==> src/rtl/uart_rx_fifo.sv <==
// UART receiver with configurable frame format, sticky error flags and a receive FIFO.
// Optional parity checking is compiled in with `define UART_RX_PARITY_EN.
module uart_rx_fifo #(
    parameter int unsigned CLKS_PER_BIT = 30,
    parameter int unsigned DATA_BITS    = 8,
    parameter int unsigned DEPTH_LOG2   = 2,
    parameter int unsigned PARITY_ODD   = 0
) (
    input  logic                  Clk,
    input  logic                  Reset,
    input  logic                  Rx,
    output logic [DATA_BITS-1:0]  Data,
    output logic                  Valid,
    input  logic                  Ack,
    output logic [DEPTH_LOG2:0]   Level,
    output logic                  Busy,
    output logic                  FrameErr,
    output logic                  ParityErr,
    output logic                  Overrun,
    input  logic                  ErrClear
);

    localparam int unsigned TW    = $clog2(CLKS_PER_BIT);
    localparam int unsigned DEPTH = 1 << DEPTH_LOG2;

    localparam logic [TW-1:0]         T_ONE  = TW'(1);
    localparam logic [TW-1:0]         T_FULL = TW'(CLKS_PER_BIT - 1);
    localparam logic [TW-1:0]         T_HALF = TW'(CLKS_PER_BIT / 2 - 1);
    localparam logic [2:0]            B_LAST = 3'(DATA_BITS - 1);
    localparam logic [DEPTH_LOG2-1:0] P_ONE  = DEPTH_LOG2'(1);
    localparam logic [DEPTH_LOG2:0]   L_ONE  = (DEPTH_LOG2 + 1)'(1);
    localparam logic [DEPTH_LOG2:0]   L_MAX  = (DEPTH_LOG2 + 1)'(DEPTH);

    if (CLKS_PER_BIT < 4 || DATA_BITS < 5 || DATA_BITS > 8 || PARITY_ODD > 1) begin : g_bad_params
        $error("uart_rx_fifo: illegal parameter value");
    end

    typedef enum logic [2:0] {
        S_IDLE, S_START, S_DATA, S_PARITY, S_STOP, S_WAITHI
    } state_t;

    state_t                 state;
    logic                   rx_s1, rx_s2;
    logic [TW-1:0]          timer;
    logic [2:0]             bitcnt;
    logic [DATA_BITS-1:0]   shreg;
    logic                   push_req;

    logic [DATA_BITS-1:0]   mem [DEPTH];
    logic [DEPTH_LOG2-1:0]  wr_ptr, rd_ptr;
    logic                   full, pop, push_ok;

    always_ff @(posedge Clk) begin
        if (Reset) begin
            rx_s1 <= 1'b1;
            rx_s2 <= 1'b1;
        end else begin
            rx_s1 <= Rx;
            rx_s2 <= rx_s1;
        end
    end

`ifdef UART_RX_PARITY_EN
    logic pbit;
    logic parity_bad;
    assign parity_bad = ((^shreg) ^ pbit) != 1'(PARITY_ODD);
`else
    assign ParityErr = 1'b0;
`endif

    // Flags are cleared first so that a set later in the same edge takes priority.
    always_ff @(posedge Clk) begin
        if (Reset) begin
            state    <= S_IDLE;
            timer    <= '0;
            bitcnt   <= '0;
            shreg    <= '0;
            push_req <= 1'b0;
            FrameErr <= 1'b0;
`ifdef UART_RX_PARITY_EN
            pbit      <= 1'b0;
            ParityErr <= 1'b0;
`endif
        end else begin
            push_req <= 1'b0;
            if (ErrClear) begin
                FrameErr <= 1'b0;
`ifdef UART_RX_PARITY_EN
                ParityErr <= 1'b0;
`endif
            end
            case (state)
                S_IDLE: begin
                    if (!rx_s2) begin
                        timer <= T_HALF;
                        state <= S_START;
                    end
                end
                S_START: begin
                    if (timer == '0) begin
                        if (rx_s2) begin
                            state <= S_IDLE;
                        end else begin
                            timer  <= T_FULL;
                            bitcnt <= '0;
                            state  <= S_DATA;
                        end
                    end else begin
                        timer <= timer - T_ONE;
                    end
                end
                S_DATA: begin
                    if (timer == '0) begin
                        shreg  <= {rx_s2, shreg[DATA_BITS-1:1]};
                        timer  <= T_FULL;
                        bitcnt <= bitcnt + 3'd1;
                        if (bitcnt == B_LAST) begin
`ifdef UART_RX_PARITY_EN
                            state <= S_PARITY;
`else
                            state <= S_STOP;
`endif
                        end
                    end else begin
                        timer <= timer - T_ONE;
                    end
                end
`ifdef UART_RX_PARITY_EN
                S_PARITY: begin
                    if (timer == '0) begin
                        pbit  <= rx_s2;
                        timer <= T_FULL;
                        state <= S_STOP;
                    end else begin
                        timer <= timer - T_ONE;
                    end
                end
`endif
                S_STOP: begin
                    if (timer == '0) begin
                        if (!rx_s2) begin
                            FrameErr <= 1'b1;
                            state    <= S_WAITHI;
`ifdef UART_RX_PARITY_EN
                        end else if (parity_bad) begin
                            ParityErr <= 1'b1;
                            state     <= S_IDLE;
`endif
                        end else begin
                            push_req <= 1'b1;
                            state    <= S_IDLE;
                        end
                    end else begin
                        timer <= timer - T_ONE;
                    end
                end
                S_WAITHI: begin
                    if (rx_s2) state <= S_IDLE;
                end
                default: state <= S_IDLE;
            endcase
        end
    end

    assign Busy  = (state != S_IDLE);
    assign Valid = (Level != '0);
    assign Data  = mem[rd_ptr];

    assign full    = (Level == L_MAX);
    assign pop     = Ack && Valid;
    // A pop in the same cycle frees the slot, so a full FIFO still accepts the word.
    assign push_ok = push_req && (!full || pop);

    always_ff @(posedge Clk) begin
        if (Reset) begin
            wr_ptr  <= '0;
            rd_ptr  <= '0;
            Level   <= '0;
            Overrun <= 1'b0;
            for (int unsigned i = 0; i < DEPTH; i++) mem[i] <= '0;
        end else begin
            if (ErrClear) Overrun <= 1'b0;
            if (push_req && !push_ok) Overrun <= 1'b1;
            if (push_ok) begin
                mem[wr_ptr] <= shreg;
                wr_ptr      <= wr_ptr + P_ONE;
            end
            if (pop) rd_ptr <= rd_ptr + P_ONE;
            if (push_ok && !pop) Level <= Level + L_ONE;
            else if (!push_ok && pop) Level <= Level - L_ONE;
        end
    end

endmodule
==> config.mk <==
export PLATFORM = sky130hd
export DESIGN_NAME = uart_rx_fifo
export DESIGN_NICKNAME = d
export VERILOG_FILES = /design/src/rtl/uart_rx_fifo.sv
export SDC_FILE = /design/constraint.sdc
export NUM_CORES = 1
export LEC_CHECK = 0
export CAP_MARGIN = 20
export CORE_AREA = 2 2 89 91
export CTS_BUF_LIST = sky130_fd_sc_hd__clkbuf_16
export DETAILED_ROUTE_END_ITERATION = 10
export DIE_AREA = 0 0 91 93
export GPL_ROUTABILITY_DRIVEN = 0
export PLACE_DENSITY_LB_ADDON = 0.1
export SETUP_SLACK_MARGIN = 0.02
export SLEW_MARGIN = 20
export SYNTH_ARGS = -nofsm -noshare
export SYNTH_HDL_FRONTEND = slang
export SYNTH_SLANG_ARGS = --single-unit
==> constraint.sdc <==
create_clock -name Clk -period 2 [get_ports Clk]
set_input_delay 0.5 -clock Clk [delete_from_list [all_inputs] [get_ports Clk]]
set_output_delay 0.5 -clock Clk [all_outputs]
set_load 0.05 [all_outputs]
Word level (Yosys, flattened, before mapping):

Memory sizes are Yosys's and may differ from the RTL's. A register that Yosys moved wholly into a read port is not among the register bits.
Cells that the tools add are included.

* add/subtract/negate cells: 6
* eq/ne operators: 15
* muxes and demuxes: 38
* bitwise gates (word level): 2
* reduce and logical (&&, ||, !) cells: 23

Operators by type and width (count)
* $mux 3: 12
* $mux 5: 5
* $pmux 5 s4: 1
* $ne 2x2->1 const B: 8
* $pmux 3 s5: 1
* $mux 1: 13
* $eq 3x3->1 const B: 4
* $mux 2: 4
* $mux 8: 1
* $reduce_and 4->1: 2
* $reduce_or 8->1: 1
* $add 3x1->3 const B: 2
* $pmux 3 s2: 1
* $reduce_and 6->1: 1
* $reduce_bool 2->1: 3
* $reduce_bool 3->1: 2
* $logic_and 1x1->1: 5
* $logic_not 5->1: 1
* $sub 5x1->5 const B: 1
* $add 2x1->2 const B: 2
* $reduce_bool 4->1: 1
* $eq 3x1->1 const B: 1
* $eq 3x2->1 const B: 1
* $logic_not 1->1: 3
* 7 further kinds: 8

* register bits: 31
* RAM bits: 32
* bits of input ports: 5
* output and inout bits: 16
* word-level logic and storage cells: 97
* memories kept: 1

Memories
* mem: depth 4, width 8, read ports 1, clocked after Yosys merged registers in 1, wr ports 4, line 49 `logic [DATA_BITS-1:0] mem [DEPTH];`

Longest topological paths before layout:

* word-level depth: 9
* gate-level depth with buffers: 9
* depth with buffers taken out: 9

Worst setup path before layout:

OpenSTA, ideal clock, no wires.

* path kind: register -> register
* start point: register Level[0]
* end point: register Level[2]
* setup time: 0.070 ns
* data arrival time: 2.539 ns
* data required time: 1.930 ns
* slack: -0.609 ns
* cell stages (with the launch flop): 9
* path buffers: 0
* period minus slack after synthesis: 2.609 ns
* cells stage by stage: dfxtp_1 > or3_1 > nand2_1 > ha_1 > inv_1 > fa_1 > xor2_1 > or3_1 > a21oi_1

* cells in the longest elaborated chain, start to end: 7
* elaborated cells on any way between the ends: 15
* those cells by class: add/sub (2); eq/ne (1); mux (2); reduce/logical (10)

RTL lines
* from (decl): line 15 `output logic [DEPTH_LOG2:0] Level,`
* from (signal assigned): line 189 `if (push_ok && !pop) Level <= Level + L_ONE;`
* from (signal assigned): line 190 `else if (!push_ok && pop) Level <= Level - L_ONE;`
* $reduce_bool 3->1 (*): line 166 `assign Valid = (Level != '0);`
* via Valid: line 13 `output logic Valid,`
* $logic_and 1x1->1 (*): line 170 `assign pop = Ack && Valid;`
* $logic_or 1x1->1: line 172 `assign push_ok = push_req && (!full || pop);`
* $logic_and 1x1->1: line 172
* $logic_not 1->1: line 190
* $logic_and 1x1->1: line 190
* $reduce_bool 2->1 (no source line)

Mark *: on every way through the listed nets, which the timed path passes. The rest lies on a longest branch. The select of a mux whose other input is x is not followed.
A chain may end at the register's enable or synchronous reset.

==> flow_summary.json <==
{
  "cp.required_ns": 1.50,
  "cts_tree": "yes",
  "drive_gt1_share_pct": 28.52,
  "n_antenna_cell": 0,
  "drc_errors": 0,
  "nets": 310,
  "grt_pass1_vias": 1985,
  "cts_made_buffers": 9,
  "dieArea_sq_mm": 0.008463,
  "ys_ff_latch": 65,
  "max_stage_delay_ns": 0.55,
  "yosys_warnings": 0,
  "crit_path_end_kind": "output pin",
  "crit_type": "reg -> out",
  "htree_levels": 3,
  "dp_hpwl_um": 4040,
  "hold_violations": 0,
  "worstMarginPinSlew_ns": 0.5918,
  "status": "finished, violations left",
  "min_path_type": "reg -> reg",
  "start_util_pct": 39.11,
  "grt.total_usage_pct": 15.41,
  "yosysTopAreaCellShare_pct": 32.64,
  "finalSetupViolations": 1,
  "clkTransAtPathRegs_ns": 0.05,
  "power.leakage_uw": 0.001449,
  "synth_seq_area_share_pct": 55.08,
  "finalCriticalPeriod_ns": 2.021,
  "die_w_um": 91,
  "total_power_uw": 4270,
  "grt_pass1_wl_um": 9846,
  "io_pins": 21,
  "clock_skew_ns": 0.007925,
  "synth-edff-count": 32,
  "power_density_mw_per_mm2": 1131,
  "yosys-top-cells-area": "edfxtp_1, dfxtp_1, and2_1, mux4_2, a21oi_1",
  "antenna_found_initial": 0,
  "synth_cells": 261,
  "cts-root-buf": "clkbuf_16",
  "fmax_ghz": 0.4949,
  "synthFlopType": "dfxtp_1",
  "violations": "negative setup slack",
  "synth_fp_nets": 271,
  "critical_path.slowest_cell": "mux4_2",
  "first_iter_violations": 47,
  "start_kind": "register",
  "die_y_um": 93,
  "clock_path_buffers": 2,
  "row_count": 32,
  "worstPathMaxFanout": 8,
  "rsz0062_at_grt": "yes",
  "cap_violations": 0,
  "grt_overflow_total": 0,
  "postLayoutCoreUtil_pct": 50.17,
  "synth-async-reset-ratio_pct": 0,
  "slew_headroom_pct": 60.13,
  "drv_slew": 0,
  "wl_per_cell_um": 14.72,
  "vias": 2012,
  "synth_cell_types": 53,
  "syn_area_per_cell_sq_um": 11.28,
  "clkSinkCount": 65,
  "wl_um": 5990,
  "setup_ws_ns": -0.02070,
  "portBuffers": 19,
  "clock_latency_ns": 0.33,
  "syn-cell-area_sq_mm": 0.002944,
  "crit_path_cell_trace": "buf_12 > mux4_2 > buf_8",
  "ir_worst_vdd_mv": 0.4770,
  "yosysTopAreaCell": "edfxtp_1",
  "core_area_sq_mm": 0.007527,
  "arrival_ns": 1.52,
  "first_pass_iters": 4,
  "drt-vias-per-instance": 4.943,
  "fin_crit_sh_pct": 101.0,
  "grt_max_degree": 27,
  "ant_nets": 0,
  "area_delta_synth_final_pct": 28.26
}
[power by group]
group,total (uW),leakage [uW],internal [uW],switching (uW)
Clock,1410,0.000121,832,578
Sequential,1570,0.000601,1500,69.5
Combinational,1290,0.000727,562,731
[path summary, 6_finish.rpt]
kind / from / to / slack, ns / depth (start not counted)
worst min-delay path: rx_s1 / rx_s2 / 0.42 / 1
worst min register to register: rx_s1 / rx_s2 / 0.42 / 1
worst max-delay path: register / Data[6] / -0.02 / 3
worst max register to register: Level[0] / Level[2] / 0.02 / 9
[layout by cell type (no fill, tap or decap), types with 3 or more instances in the layout]
master / instances
edfxtp_1: 32
clkdlybuf4s50_1: 4
or3_1: 3
nand2_1: 12
o21a_1: 3
nor3_1: 8
nand3_1: 13
xor2_1: 5
inv_1: 4
dfxtp_2: 3
buf_6: 7
buf_4: 27
o21ai_0: 4
and2_1: 32
clkbuf_16: 9
clkinvlp_4: 4
nor2_1: 12
a21oi_1: 17
dfxtp_4: 3
a31oi_1: 3
mux4_2: 8
nor3b_1: 3
dfxtp_1: 27
or2_2: 3
[worst max-delay path: cells and delay by family (launching register included)]
family                 cells  cell delay [ns]
multiplexers               1             0.55
flip-flops                 1             0.33
buffers and inverters      2             0.32
[per-layer routing]
layer,wire (um),track usage (%),vias up
li1,-,-,1021
met1,2740,19.60,949
met2,2907,24.57,30
met3,210,3.707,12
met4,131,7.955,0
met5,0,0,-
[flip-flops by register name, summed over array words and instances, names as in the netlist, named ones only]
name / count
FrameErr: 1
Level: 3
Overrun: 1
bitcnt: 3
mem: 32
push_req: 1
rd_ptr: 2
rx_s1: 1
rx_s2: 1
shreg: 8
state: 3
timer: 5
wr_ptr: 2
[cells in the mapped netlist, types with 4 or more instances]
cell type	number
xor2_1	5
nor3_1	8
inv_1	7
clkbuf_1	11
nand2_1	14
nand3_1	13
dfxtp_1	33
or3_1	4
a21oi_1	17
and2_1	32
nor3b_1	4
nor2_1	12
ha_1	4
mux4_2	8
edfxtp_1	32
o21ai_0	4
[cells by family after synthesis]
logic type / synth area share (%)
compound gates: 9.265
xor+xnor: 2.082
fa+ha+maj: 2.380
buf+inv: 3.187
flops: 55.08
mux: 6.842
other cells: 0.1274
simple gates: 21.04
[layout make-up]
class / instances / area (sq um)
clock buffer: 9 / 225.2
multi-input combinational: 173 / 1303
tap: 102 / 127.6
sequential: 65 / 1637
timing repair buffer: 44 / 407.9
inverter: 7 / 28.78
fill: 698 / 3751
clock inverter: 7 / 47.55
[through the flow]
stage                     TNS [ns]  hold WS (ns)  cell area [sq um]  worst slack (ns)  cells
after floorplan            -0.5050        0.3895               2997           -0.1158    261
after global routing       -0.3389        0.4255               3776          -0.07467    407
after detailed placement    -26.34        0.3959               3423           -0.5595    389
after global placement      -25.00        0.4016               3423           -0.5312    389
after CTS                 -0.06406        0.4169               3736          -0.04325    406
final                     -0.02070        0.4152               3776          -0.02070    407
[timing repair]
item | 4_1_cts | 5_1_grt
setup endpoints to repair | 59 | 35
resized for setup | 12 | 11
hold buffers | 0 | 0
buffers inserted | 1 | 1
gates cloned | 0 | 0
pin swaps | 3 | 3
Note: power is estimated with default switching activity, not from simulation.
